$ cat src/rtl/ofdm_pkg.sv
// ofdm_pkg: shared constants, derived burst sizes and the demapper FSM state type.
// Build option: DEMAP_16QAM_EN selects 16-QAM (4 bits/sample) instead of QPSK (2 bits/sample).
package ofdm_pkg;

  localparam int unsigned ACTIVE_SUBCARR = 28;
  localparam int unsigned SYMBOL_NUM     = 8;
  localparam int unsigned BURST_SAMPLES  = ACTIVE_SUBCARR * SYMBOL_NUM;

`ifdef DEMAP_16QAM_EN
  localparam int unsigned BITS_PER_SAMPLE = 4;
`else
  localparam int unsigned BITS_PER_SAMPLE = 2;
`endif

  localparam int unsigned BYTES_PER_BURST = BURST_SAMPLES * BITS_PER_SAMPLE / 8;

  typedef enum logic [2:0] {
    StIdle,
    StAddr,
    StWait,
    StCapture,
    StEmit,
    StDone,
    StWaitClr
  } demap_state_t;

endpackage

$ cat src/rtl/ofdm_demapper_if.sv
// ofdm_demapper_if: groups the equalizer read port, the byte stream and the status lines.
//   master modport: demapper side (drives read pointer, byte stream, done pulse, busy).
//   slave modport : environment side (drives buffer-full, equalized sample, sink ready).
interface ofdm_demapper_if;

  logic        eq_buff_full;
  logic [15:0] eq_dout;
  logic [7:0]  eq_read_ptr;
  logic        eq_tx_done;
  logic [7:0]  m_data;
  logic        m_valid;
  logic        m_ready;
  logic        m_last;
  logic        busy;

  modport master (
    input  eq_buff_full,
    input  eq_dout,
    input  m_ready,
    output eq_read_ptr,
    output eq_tx_done,
    output m_data,
    output m_valid,
    output m_last,
    output busy
  );

  modport slave (
    output eq_buff_full,
    output eq_dout,
    output m_ready,
    input  eq_read_ptr,
    input  eq_tx_done,
    input  m_data,
    input  m_valid,
    input  m_last,
    input  busy
  );

endinterface

$ cat src/rtl/demap_slicer.sv
// demap_slicer: combinational hard decision of one equalized sample {im[7:0], re[7:0]}.
//   eq_dout_i : signed sample pair
//   bits_o    : QPSK {b_im, b_re}, or with DEMAP_16QAM_EN {im_b1, im_b0, re_b1, re_b0}
//               where b0 = sign and b1 = inner-point flag (|x| < QAM_THRESH).
module demap_slicer
  import ofdm_pkg::*;
`ifdef DEMAP_16QAM_EN
#(
  parameter logic signed [7:0] QAM_THRESH = 8'sd40
)
`endif
(
  input  logic [15:0]                eq_dout_i,
  output logic [BITS_PER_SAMPLE-1:0] bits_o
);

`ifdef DEMAP_16QAM_EN
  logic signed [8:0] re_w, im_w, thr_w;

  // Widen to 9 bits so negating the threshold and comparing -128 cannot overflow.
  assign re_w  = {eq_dout_i[7], eq_dout_i[7:0]};
  assign im_w  = {eq_dout_i[15], eq_dout_i[15:8]};
  assign thr_w = {QAM_THRESH[7], QAM_THRESH};

  function automatic logic is_inner(input logic signed [8:0] x, input logic signed [8:0] t);
    return (x > -t) && (x < t);
  endfunction

  assign bits_o = {is_inner(im_w, thr_w), eq_dout_i[15], is_inner(re_w, thr_w), eq_dout_i[7]};
`else
  logic unused_mag;

  // QPSK needs only the sign bits.
  assign unused_mag = ^{eq_dout_i[14:8], eq_dout_i[6:0]};
  assign bits_o     = {eq_dout_i[15], eq_dout_i[7]};
`endif

endmodule

$ cat src/rtl/ofdm_demapper.sv
// ofdm_demapper: reads a complete equalized burst through a latency-READ_LATENCY read port,
// hard-decision demaps each sample and streams packed bytes (LSB-first) with valid/ready.
// After the last byte is accepted it pulses eq_tx_done and waits for eq_buff_full to drop.
// Build option: DEMAP_16QAM_EN enables 16-QAM decisions (QAM_THRESH), otherwise QPSK.
//   clk, rst_n         : clock, asynchronous active-low reset
//   bus.eq_buff_full   : upstream burst ready        bus.eq_dout    : sample at read address
//   bus.eq_read_ptr    : registered read address     bus.eq_tx_done : one-cycle release pulse
//   bus.m_data/m_valid/m_ready/m_last : byte stream  bus.busy       : not in IDLE
module ofdm_demapper
  import ofdm_pkg::*;
#(
  parameter int unsigned ACTIVE_SUBCARR = 28,
  parameter int unsigned SYMBOL_NUM     = 8,
  parameter int unsigned READ_LATENCY   = 3
`ifdef DEMAP_16QAM_EN
  ,
  parameter logic signed [7:0] QAM_THRESH = 8'sd40
`endif
) (
  input  logic           clk,
  input  logic           rst_n,
  ofdm_demapper_if.master bus
);

  localparam int unsigned NSamp       = ACTIVE_SUBCARR * SYMBOL_NUM;
  localparam int unsigned SampPerByte = 8 / BITS_PER_SAMPLE;
  localparam int unsigned AccW        = 8 - BITS_PER_SAMPLE;
  localparam logic [7:0]  LastPtr     = 8'(NSamp - 1);
  localparam logic [7:0]  LastWait    = 8'(READ_LATENCY - 1);
  localparam logic [1:0]  LastSamp    = 2'(SampPerByte - 1);

  demap_state_t              state_q;
  logic [7:0]                ptr_q;
  logic [7:0]                rd_ptr_q;
  logic [7:0]                wait_cnt_q;
  logic [1:0]                samp_cnt_q;
  logic [AccW-1:0]           acc_q;
  logic [7:0]                m_data_q;
  logic                      m_valid_q;
  logic                      m_last_q;
  logic                      tx_done_q;
  logic                      busy_q;
  logic [BITS_PER_SAMPLE-1:0] bits;
  logic [7:0]                byte_next;

`ifdef DEMAP_16QAM_EN
  demap_slicer #(
    .QAM_THRESH (QAM_THRESH)
  ) u_slicer (
    .eq_dout_i (bus.eq_dout),
    .bits_o    (bits)
  );
`else
  demap_slicer u_slicer (
    .eq_dout_i (bus.eq_dout),
    .bits_o    (bits)
  );
`endif

  // acc_q holds the earlier samples of the current byte; the newest sample lands on top so
  // that after a full byte sample k sits at bits [k*BITS_PER_SAMPLE +: BITS_PER_SAMPLE].
  always_comb begin
    byte_next = {bits, acc_q};
  end

  always_ff @(posedge clk or negedge rst_n) begin
    if (!rst_n) begin
      state_q    <= StIdle;
      ptr_q      <= '0;
      rd_ptr_q   <= '0;
      wait_cnt_q <= '0;
      samp_cnt_q <= '0;
      acc_q      <= '0;
      m_data_q   <= '0;
      m_valid_q  <= 1'b0;
      m_last_q   <= 1'b0;
      tx_done_q  <= 1'b0;
      busy_q     <= 1'b0;
    end else begin
      tx_done_q <= 1'b0;
      unique case (state_q)
        StIdle: begin
          if (bus.eq_buff_full) begin
            ptr_q      <= '0;
            samp_cnt_q <= '0;
            busy_q     <= 1'b1;
            state_q    <= StAddr;
          end
        end
        StAddr: begin
          rd_ptr_q   <= ptr_q;
          wait_cnt_q <= '0;
          state_q    <= StWait;
        end
        StWait: begin
          if (wait_cnt_q == LastWait) begin
            state_q <= StCapture;
          end else begin
            wait_cnt_q <= wait_cnt_q + 8'd1;
          end
        end
        StCapture: begin
          acc_q <= byte_next[7:BITS_PER_SAMPLE];
          if (samp_cnt_q == LastSamp) begin
            samp_cnt_q <= '0;
            m_data_q   <= byte_next;
            m_valid_q  <= 1'b1;
            m_last_q   <= (ptr_q == LastPtr);
            state_q    <= StEmit;
          end else begin
            samp_cnt_q <= samp_cnt_q + 2'd1;
            ptr_q      <= ptr_q + 8'd1;
            state_q    <= StAddr;
          end
        end
        StEmit: begin
          // m_data_q/m_last_q are untouched here until the handshake completes.
          if (bus.m_ready) begin
            m_valid_q <= 1'b0;
            m_last_q  <= 1'b0;
            if (ptr_q == LastPtr) begin
              state_q <= StDone;
            end else begin
              ptr_q   <= ptr_q + 8'd1;
              state_q <= StAddr;
            end
          end
        end
        StDone: begin
          tx_done_q <= 1'b1;
          state_q   <= StWaitClr;
        end
        StWaitClr: begin
          // Require buff_full to drop so the same burst is never consumed twice.
          if (!bus.eq_buff_full) begin
            busy_q  <= 1'b0;
            state_q <= StIdle;
          end
        end
        default: begin
          state_q <= StIdle;
        end
      endcase
    end
  end

  assign bus.eq_read_ptr = rd_ptr_q;
  assign bus.eq_tx_done  = tx_done_q;
  assign bus.m_data      = m_data_q;
  assign bus.m_valid     = m_valid_q;
  assign bus.m_last      = m_last_q;
  assign bus.busy        = busy_q;

endmodule

$ cat src/flat_wrapper.sv
// flat-port wrapper written by rule: the top's interface ports become plain ports
module ofdm_demapper_flat import ofdm_pkg::*;
#(
  parameter int unsigned ACTIVE_SUBCARR = 28,
  parameter int unsigned SYMBOL_NUM     = 8,
  parameter int unsigned READ_LATENCY   = 3

)
  (clk, rst_n, bus_eq_buff_full, bus_eq_dout, bus_m_ready, bus_eq_read_ptr, bus_eq_tx_done, bus_m_data, bus_m_valid, bus_m_last, bus_busy);
  ofdm_demapper_if bus_i ();
  input  logic clk;
  input  logic rst_n;
  input wire logic [$bits(bus_i.eq_buff_full)-1:0] bus_eq_buff_full;
  input wire logic [$bits(bus_i.eq_dout)-1:0] bus_eq_dout;
  input wire logic [$bits(bus_i.m_ready)-1:0] bus_m_ready;
  output wire logic [$bits(bus_i.eq_read_ptr)-1:0] bus_eq_read_ptr;
  output wire logic [$bits(bus_i.eq_tx_done)-1:0] bus_eq_tx_done;
  output wire logic [$bits(bus_i.m_data)-1:0] bus_m_data;
  output wire logic [$bits(bus_i.m_valid)-1:0] bus_m_valid;
  output wire logic [$bits(bus_i.m_last)-1:0] bus_m_last;
  output wire logic [$bits(bus_i.busy)-1:0] bus_busy;
  assign bus_i.eq_buff_full = bus_eq_buff_full;
  assign bus_i.eq_dout = bus_eq_dout;
  assign bus_i.m_ready = bus_m_ready;
  assign bus_eq_read_ptr = bus_i.eq_read_ptr;
  assign bus_eq_tx_done = bus_i.eq_tx_done;
  assign bus_m_data = bus_i.m_data;
  assign bus_m_valid = bus_i.m_valid;
  assign bus_m_last = bus_i.m_last;
  assign bus_busy = bus_i.busy;
  ofdm_demapper #(.ACTIVE_SUBCARR(ACTIVE_SUBCARR), .SYMBOL_NUM(SYMBOL_NUM), .READ_LATENCY(READ_LATENCY)) u_core (.clk(clk), .rst_n(rst_n), .bus(bus_i));
endmodule
$ cat config.mk
export PLATFORM = sky130hd
export DESIGN_NAME = ofdm_demapper_flat
export DESIGN_NICKNAME = d
export VERILOG_FILES = /design/src/rtl/ofdm_pkg.sv /design/src/rtl/ofdm_demapper_if.sv /design/src/rtl/demap_slicer.sv /design/src/rtl/ofdm_demapper.sv /design/src/flat_wrapper.sv
export SDC_FILE = /design/constraint.sdc
export NUM_CORES = 1
export LEC_CHECK = 0
export ABC_AREA = 1
export BUFFER_PORTS_ARGS = -buffer_cell sky130_fd_sc_hd__clkbuf_2
export CORE_MARGIN = 5
export CORE_UTILIZATION = 28
export DETAILED_ROUTE_END_ITERATION = 16
export PLACE_DENSITY_LB_ADDON = 0.3
export RECOVER_POWER = 100
export SYNTH_ARGS = -nofsm -noshare
export SYNTH_HDL_FRONTEND = slang
export SYNTH_SLANG_ARGS = --single-unit
$ cat constraint.sdc
create_clock -name clk -period 1.27 [get_ports clk]
set_clock_uncertainty 0.1 [all_clocks]
set_input_delay 0.254 -clock clk [delete_from_list [all_inputs] [get_ports clk]]
set_output_delay 0.254 -clock clk [all_outputs]
set_load 0.03 [all_outputs]
## After elaboration in Yosys (flattened, before gate mapping)

Index checks and enable logic that the tools add are counted.

| cells by class | value |
|---|---|
| $add $sub $neg | 3 |
| reductions and logical operators | 13 |
| equal/unequal tests | 17 |
| multiplexer cells | 26 |

Operators by type and width:

| operator | number |
|---|---|
| 2-to-1 mux 8 bit | 5 |
| one-hot mux 8 bit (3 select lines) | 1 |
| one-hot mux 3 bit (7 select lines) | 1 |
| 2-to-1 mux 3 bit | 6 |
| adder 8 x 1 -> 8 bit (second input constant) | 2 |
| one-hot mux 8 bit (2 select lines) | 1 |
| inequality test 2 bit (second input constant) | 6 |
| equality test 3 bit (second input constant) | 3 |
| equality test 8 x 2 -> 1 bit (second input constant) | 1 |
| equality test 8 bit (second input constant) | 1 |
| nonzero test 2 bit | 4 |
| equality test 3 x 2 -> 1 bit (second input constant) | 2 |
| 2-to-1 mux 1 bit | 6 |
| one-hot mux 1 bit (2 select lines) | 3 |
| AND reduction 2 bit | 3 |
| AND reduction 3 bit | 2 |
| AND reduction 5 bit | 1 |
| 2-to-1 mux 2 bit | 2 |
| inequality test 2 x 1 -> 1 bit (second input constant) | 2 |
| one-hot mux 2 bit (2 select lines) | 1 |
| AND reduction 4 bit | 1 |
| equality test 3 x 1 -> 1 bit (second input constant) | 1 |
| zero test 3 bit | 1 |
| nonzero test 3 bit | 1 |
| 2 further kinds | 2 |

| storage, ports and cells | value |
|---|---|
| output and inout port bits | 20 |
| bits of input ports | 20 |
| bits in registers | 47 |

## Logic depth before layout (Yosys ltp)

| logic depth | value |
|---|---|
| depth in word-level cells | 4 |
| depth in mapped cells | 10 |

## Modules after synthesis

Synthesis repeated with hierarchy kept, for this count alone.

| second synthesis, totals | value |
|---|---|
| cells, all modules | 282 |
| area, all modules | 2,367.3 sq um |

Modules (own cells, without submodules):

| module | area each (sq um) | cells each | instances | seq. area each (sq um) |
|---|---|---|---|---|
| ofdm_demapper | 2,352.3 | 280 | 1 | 1,176.1 |
| demap_slicer | 15.0 | 2 | 1 | 0.0 |

## Least setup slack after synthesis

Ideal clock, no wire load.

| path | value |
|---|---|
| kind | register to register |
| from | register u_core.ptr_q[0] |
| to | register u_core.ptr_q[5] |
| arrival | 1,182 ps |
| path buffers | 0 |
| path slack | -129 ps |
| stages on the path, launching flop included | 10 |
| cell sequence | dfrtp_1 > ha_1 > nand2_1 > nor2_1 > nand2_1 > nand2_4 > nand2_4 > nand2_4 > nand2_1 > nand2_1 |

| between the ends | value |
|---|---|
| cells in the longest elaborated chain, start to end | 4 |

RTL lines:

| item | line | RTL |
|---|---|---|
| start, declared | ofdm_demapper.sv:33 | `logic [7:0] ptr_q;` |
| start signal, assigned | ofdm_demapper.sv:112 | `ptr_q <= ptr_q + 8'd1;` |
| start signal, assigned | ofdm_demapper.sv:124 | `ptr_q <= ptr_q + 8'd1;` |
| adder 8 x 1 -> 8 bit | ofdm_demapper.sv:112, ofdm_demapper.sv:124 |  |
| 2-to-1 mux 8 bit | ofdm_demapper.sv:121 | `if (ptr_q == LastPtr) begin` |
| 2-to-1 mux 8 bit | ofdm_demapper.sv:118 | `if (bus.m_ready) begin` |
| one-hot mux 8 bit (3 select lines) | ofdm_demapper.sv:81 | `unique case (state_q)` |

Several ways; a longest one is shown, not always the timed one. The select of a mux whose other input is x is not followed.
A chain may end at the register's enable or synchronous reset.

## Worst setup path in the final report

| path | value |
|---|---|
| from | register u_core.state_q[1] |
| to | register u_core.wait_cnt_q[7] |

| between the ends | value |
|---|---|
| cells in the longest elaborated chain, start to end | 3 |

RTL lines:

| item | line | RTL |
|---|---|---|
| start, declared | ofdm_demapper.sv:32 | `demap_state_t state_q;` |
| start signal, assigned | ofdm_demapper.sv:68 | `state_q <= StIdle;` |
| start signal, assigned | ofdm_demapper.sv:87 | `state_q <= StAddr;` |
| start signal, assigned | ofdm_demapper.sv:93 | `state_q <= StWait;` |
| equality test 3 x 2 -> 1 bit or equality test 3 x 1 -> 1 bit (tied branches) | ofdm_demapper.sv:81 |  |
| inequality test 2 bit (no source line) or nonzero test 2 bit (tied branches) | - |  |
| AND reduction 2 bit (no source line) | - |  |
| end signal, assigned | ofdm_demapper.sv:99 | `wait_cnt_q <= wait_cnt_q + 8'd1;` |
| end, declared | ofdm_demapper.sv:35 | `logic [7:0] wait_cnt_q;` |

Several ways; a longest one is shown, not always the timed one.

==> results.tsv <==
metric	value	unit
synth.avg_cell_area	7.877	um2
p_clk_share	16.0	%
grt_pass1_vias	2226	
maxCapViolCount	0	
die_x	100.5	um
ant_nets	0	
power_leakage	1.858	nW
io_pins	40	
ctsRootBufferMaster	clkbuf_8	
fin_crit_sh	113.5	%
fin_area	3602	um2
chipHeight	100.5	um
syn_area	2292	um2
critPathRequiredTime	1.41	ns
grt_max_degree	48	
area_growth_syn_to_layout	57.15	%
max_freq	693.9	MHz
fp.coreArea	8093	um2
synthDistinctLibCells	27	
cp.arrival	1.58	ns
status	complete, but fails checks	
clock-sinks	47	
viasPerCell	4.424	
path_class	flip-flop to flip-flop	
end_kind	flip-flop	
vdd_drop_max	1311	uV
start_kind	flip-flop	
path_max_fanout	5	
gp_congestion	0.8186	
powerDensity	1958	nW/um2
route.vias.total	2150	
fill_cells	813	
hpwl	3785	um
ys_warn_count	0	
slew_headroom	59.10	%
multi_input_area	1294	um2
worst_path_max_delay_cell	dfrtp_2	
drive_gt1_share	48.03	%
place_area	2850	um2
hold_class	input pin to flip-flop	
combPwrFrac	53.3	%
critPathTopFamily	flip-flops	
cts_tree	yes	
antenna_found_initial	0	
final_nets	404	
cts_max_level	2	
numCtsBuffers	5	
period_needed	1.441	ns
numPortBuffers	25	
pwr-share-seq	30.7	%
worstPathCellList	buf_6 -> buf_4 -> nand3_2 -> inv_2 -> nand2_4 -> nand2_2 -> o21ai_0	
ys_seq_area_share	51.31	%
grt_usage	11.86	%
finalWorstSetupSlack	-0.1712	ns
rsz0062_at_grt	true	
drv_slew	0	
wl_per_cell	12.22	um
critPathMaxStageDelay	0.46	ns
diodes	0	
final-hold-violation-count	0	
rows	33	
first_pass_iters	4	
dr.first_iter.drc_count	35	
start_util	28.32	%
internal_power	0.004086	W
cp.buffers_inverters	3	
overflow	0	
syn_inst	291	
wirelength	5941	um
p_switching	0.002967	W
setup_violations	31	
insertion_delay	0.31	ns
regArea	1179	um2
clk_pin_slew_worst_paths	0.10	ns
syn_nets	315	
drc_errors	0	
yosys_register_bits	47	
worst_pin_slew	0.6134	ns
tns	-3.013	ns
dieArea	10100	um2
failed_checks	negative setup slack	
swShare	42.07	%
ctsLongestPathBuffers	2	
final_cell_count_no_fill	486	
grt_pass1_wl	9715	um
place_inst	456	
-- registers in the layout, indices dropped and copies added, names as in the netlist --
register	count
u_core.ptr_q	8
u_core.bus.busy	1
u_core.bus.eq_read_ptr	8
u_core.acc_q	6
u_core.bus.m_last	1
u_core.bus.eq_tx_done	1
u_core.bus.m_valid	1
u_core.wait_cnt_q	8
u_core.samp_cnt_q	2
u_core.state_q	3
u_core.bus.m_data	8
-- routing by layer --
layer	track usage, %	up-vias	routed length, um
met5	0	-	0
met4	3.731	0	93
met3	3.737	9	257
met2	20.44	31	3040
met1	14.05	1017	2550
li1	-	1093	-
-- layout make-up --
| class | instances | area share (%) |
|---|---|---|
| clock inverter | 3 | 1.216 |
| clock buffer | 5 | 1.910 |
| timing repair buffer | 85 | 19.87 |
| tap | 105 | 3.647 |
| sequential | 47 | 32.72 |
| multi-input combinational | 201 | 35.92 |
| inverter | 40 | 4.724 |
-- cell usage after synthesis --
master,count,share of area (%)
nand2_1,106,17
dfrtp_1,47,51
inv_1,37,6.1
o21ai_0,23,5.0
nand3_1,22,4.8
nor2_1,18,2.9
o21ai_1,5,1.1
ha_1,4,2.2
inv_2,3,0.49
nand2_4,3,1.5
nor3_1,3,0.65
a21oi_1,2,0.44
buf_6,2,0.98
nand2_2,2,0.55
nand3b_1,2,0.65
a22oi_1,1,0.33
a31oi_1,1,0.27
buf_2,1,0.22
clkbuf_1,1,0.16
nand3_4,1,0.76
nand4_1,1,0.27
nor2_2,1,0.27
o211ai_1,1,0.33
o22ai_1,1,0.27
o31ai_1,1,0.33
xnor2_1,1,0.38
xor2_1,1,0.38
-- path summary, 6_finish.rpt --
kind | start | end | cells past startpoint | slack, ns
setup / recovery | u_core.state_q[1] | u_core.wait_cnt_q[7] | 7 | -0.17
hold / removal | bus_eq_dout[15] | u_core.bus.m_data[7] | 3 | 0.08
setup reg to reg | u_core.state_q[1] | u_core.wait_cnt_q[7] | 7 | -0.17
hold reg to reg | u_core.acc_q[0] | u_core.bus.m_data[0] | 2 | 0.40
max in group asynchronous | rst_n | u_core.state_q[1] | 3 | 0.16
min in group asynchronous | rst_n | u_core.state_q[0] | 3 | 0.49
-- power by group through the flow --
stage / clock, W / combinational (W) / sequential (W)
after floorplan: 0 / 0.00117 / 0.00241
after global placement: 0 / 0.00245 / 0.00209
after detailed placement: 0 / 0.00249 / 0.00211
after CTS: 0.00117 / 0.00278 / 0.00212
after global routing: 0.00124 / 0.00409 / 0.00222
final: 0.00113 / 0.00376 / 0.00217
-- stage by stage --
| stage | total power [W] | setup WS, ns | util (%) | hold WS (ns) |
|---|---|---|---|---|
| 2_1_floorplan | 0.003577 | -0.08975 | - | -0.1416 |
| 3_3_place_gp | 0.004539 | -0.1950 | 35.22 | 0.1675 |
| 5_1_grt | 0.007548 | -0.2533 | 44.51 | 0.09296 |
| 6_report | 0.007053 | -0.1712 | 44.51 | 0.08229 |
| 3_5_place_dp | 0.004595 | -0.2222 | 35.22 | 0.1680 |
| 4_1_cts | 0.006066 | -0.1351 | 38.42 | 0.07743 |
-- timing repair --
| action | 4_1_cts | 5_1_grt |
|---|---|---|
| gates cloned | 1 | 3 |
| endpoints found under the hold margin | 47 | 0 |
| setup buffers | 2 | 15 |
| pin swaps | 14 | 19 |
| hold buffers | 1 | 0 |
| gates resized for setup | 41 | 134 |
| setup endpoints to repair | 40 | 57 |
-- layout by cell type (no fill, tap or decap), types with 2 or more instances in the layout --
| master | netlist | routed |
|---|---|---|
| buf_12 | 0 | 2 |
| o21ai_2 | 0 | 13 |
| nor3_1 | 3 | 3 |
| inv_2 | 3 | 9 |
| clkbuf_16 | 0 | 3 |
| ha_2 | 0 | 2 |
| nand2_1 | 106 | 64 |
| nand3_2 | 0 | 4 |
| nand2_8 | 0 | 3 |
| nor2_2 | 1 | 3 |
| buf_6 | 2 | 8 |
| a21oi_1 | 2 | 2 |
| nand2_4 | 3 | 19 |
| nand2_2 | 2 | 26 |
| nor2_4 | 0 | 3 |
| dfrtp_1 | 47 | 45 |
| inv_4 | 0 | 3 |
| buf_2 | 1 | 7 |
| clkbuf_2 | 0 | 6 |
| buf_4 | 0 | 55 |
| dfrtp_2 | 0 | 2 |
| nand3_1 | 22 | 18 |
| o21ai_0 | 23 | 10 |
| clkbuf_4 | 0 | 3 |
| o21ai_1 | 5 | 5 |
| ha_4 | 0 | 2 |
| nor2_1 | 18 | 13 |
| clkbuf_8 | 0 | 5 |
| inv_1 | 37 | 27 |
| nand3b_1 | 2 | 2 |
-- worst register-to-register path, stage by stage, from the launching register on --
cell and delay, ns:
dfrtp_2 0.46, buf_6 0.15, buf_4 0.13, nand3_2 0.09, inv_2 0.06, nand2_4 0.11
nand2_2 0.12, o21ai_0 0.15
-- kinds of logic (layout without fill, tap and decap cells) --
logic type	after synthesis	in the layout	synth area share, %
AO/OA/AOI/OAI	35	35	8.079
XOR/XNOR	2	2	0.7643
adder cells (fa/ha/maj)	4	4	2.183
AND/OR/NAND/NOR	159	160	29.75
buffers and inverters	44	133	7.914
flip-flops	47	47	51.31
No activity file was read; power rests on OpenSTA's default activity.
